===== config.mk =====
export PLATFORM = sky130hd
export DESIGN_NAME = ble_packet_serializer
export DESIGN_NICKNAME = d
export VERILOG_FILES = /design/src/rtl/ble_tx_pkg.sv /design/src/rtl/ble_whiten_lfsr.sv /design/src/rtl/ble_packet_serializer.sv
export SDC_FILE = /design/constraint.sdc
export NUM_CORES = 1
export LEC_CHECK = 0
export ABC_AREA = 1
export BUFFER_PORTS_ARGS = -buffer_cell sky130_fd_sc_hd__buf_2
export CAP_MARGIN = 5
export CORE_MARGIN = 5
export CORE_UTILIZATION = 53
export DETAILED_ROUTE_END_ITERATION = 8
export GPL_ROUTABILITY_DRIVEN = 0
export PLACE_DENSITY = 0.76
export SYNTH_ARGS = -nofsm -noshare
export SYNTH_HDL_FRONTEND = slang
export SYNTH_HIERARCHICAL = 1
export SYNTH_SLANG_ARGS = --single-unit

===== constraint.sdc =====
create_clock -name Clock -period 2.4 [get_ports Clock]
set_input_delay 0.36 -clock Clock [delete_from_list [all_inputs] [get_ports Clock]]
set_output_delay 0.36 -clock Clock [all_outputs]
set_load 0.01 [all_outputs]

===== src/rtl/ble_tx_pkg.sv =====
// Shared definitions for the BLE transmit path.
//   ser_state_t        : serializer FSM states
//   BLE_WHITEN_TAP/LEN : whitening LFSR x^7+x^4+1 geometry
//   BLE_MEM_RD_LATENCY : default packet-RAM read latency (edges)
//   whiten_seed()      : LFSR seed for a channel index
package ble_tx_pkg;

  localparam int unsigned BLE_WHITEN_TAP     = 4;
  localparam int unsigned BLE_WHITEN_LEN     = 7;
  localparam int unsigned BLE_MEM_RD_LATENCY = 2;

  typedef enum logic [1:0] {
    IDLE  = 2'd0,
    FETCH = 2'd1,
    SHIFT = 2'd2,
    DONE  = 2'd3
  } ser_state_t;

  // Position 0 is forced to 1; channel MSB lands in position 1, LSB in position 6.
  function automatic logic [BLE_WHITEN_LEN-1:0] whiten_seed(input logic [5:0] channel);
    logic [BLE_WHITEN_LEN-1:0] seed;
    seed[0] = 1'b1;
    for (int i = 1; i < 7; i++) begin
      seed[i] = channel[6-i];
    end
    return seed;
  endfunction

endpackage


===== src/rtl/ble_whiten_lfsr.sv =====
// BLE data-whitening LFSR (x^7 + x^4 + 1), positions 0..6, output from position 6.
// Ports:
//   i_clk, i_rst_n : clock, asynchronous active-low reset (LFSR cleared to 0)
//   i_seed         : load seed derived from i_channel (has priority over i_advance)
//   i_channel      : BLE channel index used for the seed
//   i_advance      : step the LFSR once
//   o_out          : current whitening bit (position 6)
module ble_whiten_lfsr
  import ble_tx_pkg::*;
(
  input  logic       i_clk,
  input  logic       i_rst_n,
  input  logic       i_seed,
  input  logic [5:0] i_channel,
  input  logic       i_advance,
  output logic       o_out
);

  logic [BLE_WHITEN_LEN-1:0] r_lfsr;
  logic [BLE_WHITEN_LEN-1:0] w_lfsr_step;

  // Rotate up by one (out feeds position 0), then fold out into the tap.
  always_comb begin
    w_lfsr_step = {r_lfsr[BLE_WHITEN_LEN-2:0], r_lfsr[BLE_WHITEN_LEN-1]};
    w_lfsr_step[BLE_WHITEN_TAP] = r_lfsr[BLE_WHITEN_TAP-1] ^ r_lfsr[BLE_WHITEN_LEN-1];
  end

  always_ff @(posedge i_clk or negedge i_rst_n) begin
    if (!i_rst_n) begin
      r_lfsr <= '0;
    end else if (i_seed) begin
      r_lfsr <= whiten_seed(i_channel);
    end else if (i_advance) begin
      r_lfsr <= w_lfsr_step;
    end
  end

  assign o_out = r_lfsr[BLE_WHITEN_LEN-1];

endmodule


===== src/rtl/ble_packet_serializer.sv =====
// Reads a packet from the packet RAM and streams it LSB-first, one bit per BitTick,
// with optional BLE whitening starting at a programmable byte index.
// Ports:
//   Clock, Reset_n         : clock, asynchronous active-low reset
//   Start, Length          : request (IDLE only) and byte count from address 0
//   WhitenEn, WhitenFrom   : whitening enable and first whitened byte index
//   Channel                : LFSR seed source
//   BitTick                : symbol strobe (>= 4 cycles apart)
//   MemAddress, MemClockEn : RAM read port (one-cycle ClockEn per read)
//   MemQ                   : RAM read data, valid MEM_RD_LATENCY edges after the read
//   BitOut, BitValid       : current output bit and its qualifier
//   Busy, Done             : activity flag and one-cycle completion pulse
module ble_packet_serializer
  import ble_tx_pkg::*;
#(
  parameter int unsigned MEM_RD_LATENCY = BLE_MEM_RD_LATENCY
) (
  input  logic       Clock,
  input  logic       Reset_n,
  input  logic       Start,
  input  logic [7:0] Length,
  input  logic       WhitenEn,
  input  logic [7:0] WhitenFrom,
  input  logic [5:0] Channel,
  input  logic       BitTick,
  output logic [7:0] MemAddress,
  output logic       MemClockEn,
  input  logic [7:0] MemQ,
  output logic       BitOut,
  output logic       BitValid,
  output logic       Busy,
  output logic       Done
);

  ser_state_t r_state;
  logic [7:0] r_len;
  logic       r_whiten_en;
  logic [7:0] r_whiten_from;
  logic [7:0] r_byte_idx;
  logic [2:0] r_bit_cnt;
  logic [7:0] r_shreg;
  logic [7:0] r_hold;
  logic [7:0] r_mem_addr;
  logic       r_mem_ce;
  logic       r_bit_valid;
  logic       r_busy;
  logic       r_done;

  // r_rd_pipe[k] is set k edges after a read was sampled by the RAM.
  logic [MEM_RD_LATENCY:1] r_rd_pipe;

  logic w_q_valid;
  logic w_whiten_act;
  logic w_last_byte;
  logic w_prefetch_more;
  logic w_lfsr_seed;
  logic w_lfsr_adv;
  logic w_lfsr_out;

  assign w_q_valid       = r_rd_pipe[MEM_RD_LATENCY];
  assign w_whiten_act    = r_whiten_en && (r_byte_idx >= r_whiten_from);
  assign w_last_byte     = (r_byte_idx == (r_len - 8'd1));
  // Another byte exists beyond the one about to be loaded from the holding register.
  assign w_prefetch_more = ({1'b0, r_byte_idx} + 9'd2) < {1'b0, r_len};
  assign w_lfsr_seed     = (r_state == IDLE) && Start;
  assign w_lfsr_adv      = (r_state == SHIFT) && BitTick && w_whiten_act;

  ble_whiten_lfsr u_lfsr (
    .i_clk     (Clock),
    .i_rst_n   (Reset_n),
    .i_seed    (w_lfsr_seed),
    .i_channel (Channel),
    .i_advance (w_lfsr_adv),
    .o_out     (w_lfsr_out)
  );

  always_ff @(posedge Clock or negedge Reset_n) begin
    if (!Reset_n) begin
      r_rd_pipe <= '0;
    end else begin
      r_rd_pipe[1] <= r_mem_ce;
      for (int i = 2; i <= int'(MEM_RD_LATENCY); i++) begin
        r_rd_pipe[i] <= r_rd_pipe[i-1];
      end
    end
  end

  always_ff @(posedge Clock or negedge Reset_n) begin
    if (!Reset_n) begin
      r_state       <= IDLE;
      r_len         <= '0;
      r_whiten_en   <= 1'b0;
      r_whiten_from <= '0;
      r_byte_idx    <= '0;
      r_bit_cnt     <= '0;
      r_shreg       <= '0;
      r_hold        <= '0;
      r_mem_addr    <= '0;
      r_mem_ce      <= 1'b0;
      r_bit_valid   <= 1'b0;
      r_busy        <= 1'b0;
      r_done        <= 1'b0;
    end else begin
      r_mem_ce <= 1'b0;
      r_done   <= 1'b0;
      unique case (r_state)
        IDLE: begin
          if (Start) begin
            r_len         <= Length;
            r_whiten_en   <= WhitenEn;
            r_whiten_from <= WhitenFrom;
            r_byte_idx    <= '0;
            r_bit_cnt     <= '0;
            r_busy        <= 1'b1;
            if (Length == 8'd0) begin
              r_done  <= 1'b1;
              r_state <= DONE;
            end else begin
              r_mem_ce   <= 1'b1;
              r_mem_addr <= 8'd0;
              r_state    <= FETCH;
            end
          end
        end
        FETCH: begin
          if (w_q_valid) begin
            r_shreg     <= MemQ;
            r_bit_valid <= 1'b1;
            r_byte_idx  <= '0;
            r_bit_cnt   <= '0;
            r_state     <= SHIFT;
            if (r_len > 8'd1) begin
              r_mem_ce   <= 1'b1;
              r_mem_addr <= 8'd1;
            end
          end
        end
        SHIFT: begin
          if (w_q_valid) begin
            r_hold <= MemQ;
          end
          if (BitTick) begin
            if (r_bit_cnt == 3'd7) begin
              if (w_last_byte) begin
                r_bit_valid <= 1'b0;
                r_done      <= 1'b1;
                r_state     <= DONE;
              end else begin
                r_shreg    <= r_hold;
                r_byte_idx <= r_byte_idx + 8'd1;
                r_bit_cnt  <= '0;
                if (w_prefetch_more) begin
                  r_mem_ce   <= 1'b1;
                  r_mem_addr <= r_byte_idx + 8'd2;
                end
              end
            end else begin
              r_shreg   <= {1'b0, r_shreg[7:1]};
              r_bit_cnt <= r_bit_cnt + 3'd1;
            end
          end
        end
        DONE: begin
          r_busy  <= 1'b0;
          r_state <= IDLE;
        end
        default: r_state <= IDLE;
      endcase
    end
  end

  assign MemAddress = r_mem_addr;
  assign MemClockEn = r_mem_ce;
  assign BitValid   = r_bit_valid;
  assign Busy       = r_busy;
  assign Done       = r_done;
  // Pure function of registers, so it only moves on edges that consume a tick.
  assign BitOut     = r_bit_valid & (r_shreg[0] ^ (w_whiten_act & w_lfsr_out));

endmodule


==> run metrics <==
outcome finished clean; number of enable flip-flop cells after synthesis 0; CP Launch Type register; Post-Place Cell Area 0.004492 sq mm; worst-skew pair later-pin latency around 360 ps; YS warnings 6; largest net degree at the start of global routing 37; Leak 2.657 nW; Crit. End Element output pin; Max rail drop VDD ~0.00043 V; n_diodes 0; Worst Path Arrival roughly 2000 ps; achievable frequency between 400 and 500 MHz; Final setup viols 0; core area roughly 0.0076 sq mm; Synth Area in Adders under 10%; clk sinks between 60 and 70; GR Overflow Total 0; share of layout cells above drive strength 1 26.70%; commonest cells in the netlist nand2_1, inv_1, dfrtp_1; fin crit share between 90 and 100%; top_reg_cell synth dfrtp_1; post-synthesis compound-gate area fraction between 10% and 20%; chip width approximately 98 um; Tot Pwr 2.239 mW; FF+latch count, synth 67; min Tclk post-route approximately 2400 ps; Slew headroom around 65%; most frequent cell after synthesis nand2_1; GRT Overall Usage 21.63%; drt drc 0; Detail Route Antenna Nets 0; Iter 0 DRT Violations around 220; leading area contributor after synthesis dfrtp_1; post-route cell area between 0.005 and 0.006 sq mm; post-synth net total roughly 600; total CTS buffers 9; Clock Path Buffers 2; IO Count 48; Worst Path Required 2040 ps; total of max-cap violations 0; Pwr Density approximately 440 mW/mm^2; DP HPWL approximately 7300 um; Via Count ~3800; synthesized instance count 538; Worst Skew 13.17 ps; TNS Setup 0 ps; mux cell area share after synthesis 0%; WL final 10310 um; drt via density approximately 5.3; die height between 90 and 100 um; initial antenna violation count 0; Area contributors post-synth dfrtp_1, nand2_1, ha_1, inv_1, o21ai_0; Synth top area share 40.97%; nets@finish roughly 670; H-tree levels 3; critical path type reg -> out; final hold vios 0; Simple-Gate Fraction of Synth Area a little under 30%; worst slew pin tran approximately 520 ps; die area roughly 0.0096 sq mm; Synth cell types 38; largest family of logic cells by synthesized area simple AND/OR/NAND/NOR gates; Starting Density between 50% and 60%; number of global-route vias before repair approximately 3700; I/O Buffers between 40 and 50; Reg clk slew, reported paths 70 ps; area share of xor/xnor cells in the synthesized design under 10%; fillers 640; worst hold path type in -> async; Post-Syn Area per Cell around 7.6 sq um; CTS tree built; Place WS around 45 ps; async set-reset flop share out of synthesis 100.0%; global-route wire length before repair 17050 um; crit path max fanout 5; Area growth, synth to finish 23.69%; Post-CTS Hold Fix Bufs 0; wire length per cell about 14 um; DRT Pass-1 Iters 5; setup ws final 15.07 ps; CTS root buf clkbuf_8; Max Slew Vio Count 0; RSZ-0062 raised after global routing true; sequential-to-total area share from yosys stat between 40% and 50%; post-synthesis instance area about 0.0041 sq mm; row count 32
[registers in the layout, summed over array words and instances (netlist names)]
signal / flops
MemClockEn: 1
r_hold: 8
r_whiten_from: 8
r_byte_idx: 8
Done: 1
r_len: 8
r_state: 2
Busy: 1
r_rd_pipe: 2
r_bit_cnt: 3
u_lfsr/r_lfsr: 7
MemAddress: 8
r_shreg: 8
r_whiten_en: 1
BitValid: 1
[layout by cell type (no fill, tap or decap), types with 10 or more instances in the layout]
master     n
nand3_1   27
nand2_1  147
ha_1      19
dfrtp_1   61
a21oi_1   10
buf_4     27
buf_2     47
nand4_1   10
nor2_1    36
inv_1     68
o21ai_1   15
nand2_2   16
o21ai_0   34
[layer usage]
| metal | vias to the layer above | part of all wire (%) | global-route usage [%] |
|---|---|---|---|
| li1 | 1874 | - | - |
| met1 | 1804 | 43 | 27.91 |
| met2 | 96 | 49 | 36.02 |
| met3 | 30 | 4.9 | 4.643 |
| met4 | 0 | 2.6 | 7.561 |
| met5 | - | 0 | 0 |
[cell type report]
cell class / count / area (sq um) / share of cell area (%)
Clock buffer: 10 / 127.6 / 2.521
Clock inverter: 6 / 87.58 / 1.730
Sequential cell: 67 / 1684 / 33.27
Multi-Input combinational cell: 382 / 2271 / 44.86
Timing Repair Buffer: 78 / 483.0 / 9.540
Tap cell: 102 / 127.6 / 2.521
Inverter: 75 / 281.5 / 5.561
[worst max-delay path, stage by stage, from the launching register on]
cell	delay, ps
dfrtp_2	460
buf_6	160
ha_4	270
nand2_4	50
inv_2	40
nand4_1	130
nand3_2	140
nand3_2	80
nand2_1	70
nand2_1	50
nor2_1	90
buf_2	140
[worst paths after layout]
kind	startpoint	cells after the start	end	slack, ps
setup reg to reg	r_byte_idx[5]$_DFFE_PN0P_	15	MemAddress[2]$_DFFE_PN0P_	20
max in group asynchronous	Reset_n	2	r_byte_idx[7]$_DFFE_PN0P_	1990
hold / removal	Reset_n	2	r_byte_idx[3]$_DFFE_PN0P_	40
hold reg to reg	r_rd_pipe[1]$_DFF_PN0_	0	r_rd_pipe[2]$_DFF_PN0_	350
setup / recovery	r_byte_idx[2]$_DFFE_PN0P_	11	BitOut	20
min in group Clock	WhitenEn	3	r_whiten_en$_DFFE_PN0P_	200
[where the power goes]
group / switching (mW) / total, mW / internal, mW
combinational: 0.0415 / 0.0689 / 0.0274
clock: 0.455 / 1.04 / 0.587
sequential: 0 / 1.13 / 1.13
[cell families after synthesis]
| family | count (synthesis) |
|---|---|
| compound gates | 74 |
| flops | 67 |
| fa+ha+maj | 26 |
| buf+inv | 90 |
| simple gates | 271 |
| xor+xnor | 10 |
[what timing repair did]
action	CTS	global route
gates resized for setup	8	48
hold endpoints to repair	0	0
pin swaps	4	23
gates cloned	0	1
endpoints found under the setup margin	1	10
buffers inserted	5	10
[per-stage QoR]
step	std cells	hold slack, ps	utilization (%)
floorplan	538	64.41	-
global placement	689	338.2	59.05
detailed placement	689	345.0	59.05
CTS	709	53.35	62.50
global route	720	69.10	66.55
finish	720	42.61	66.55
Power figures use the tool's default switching activity.
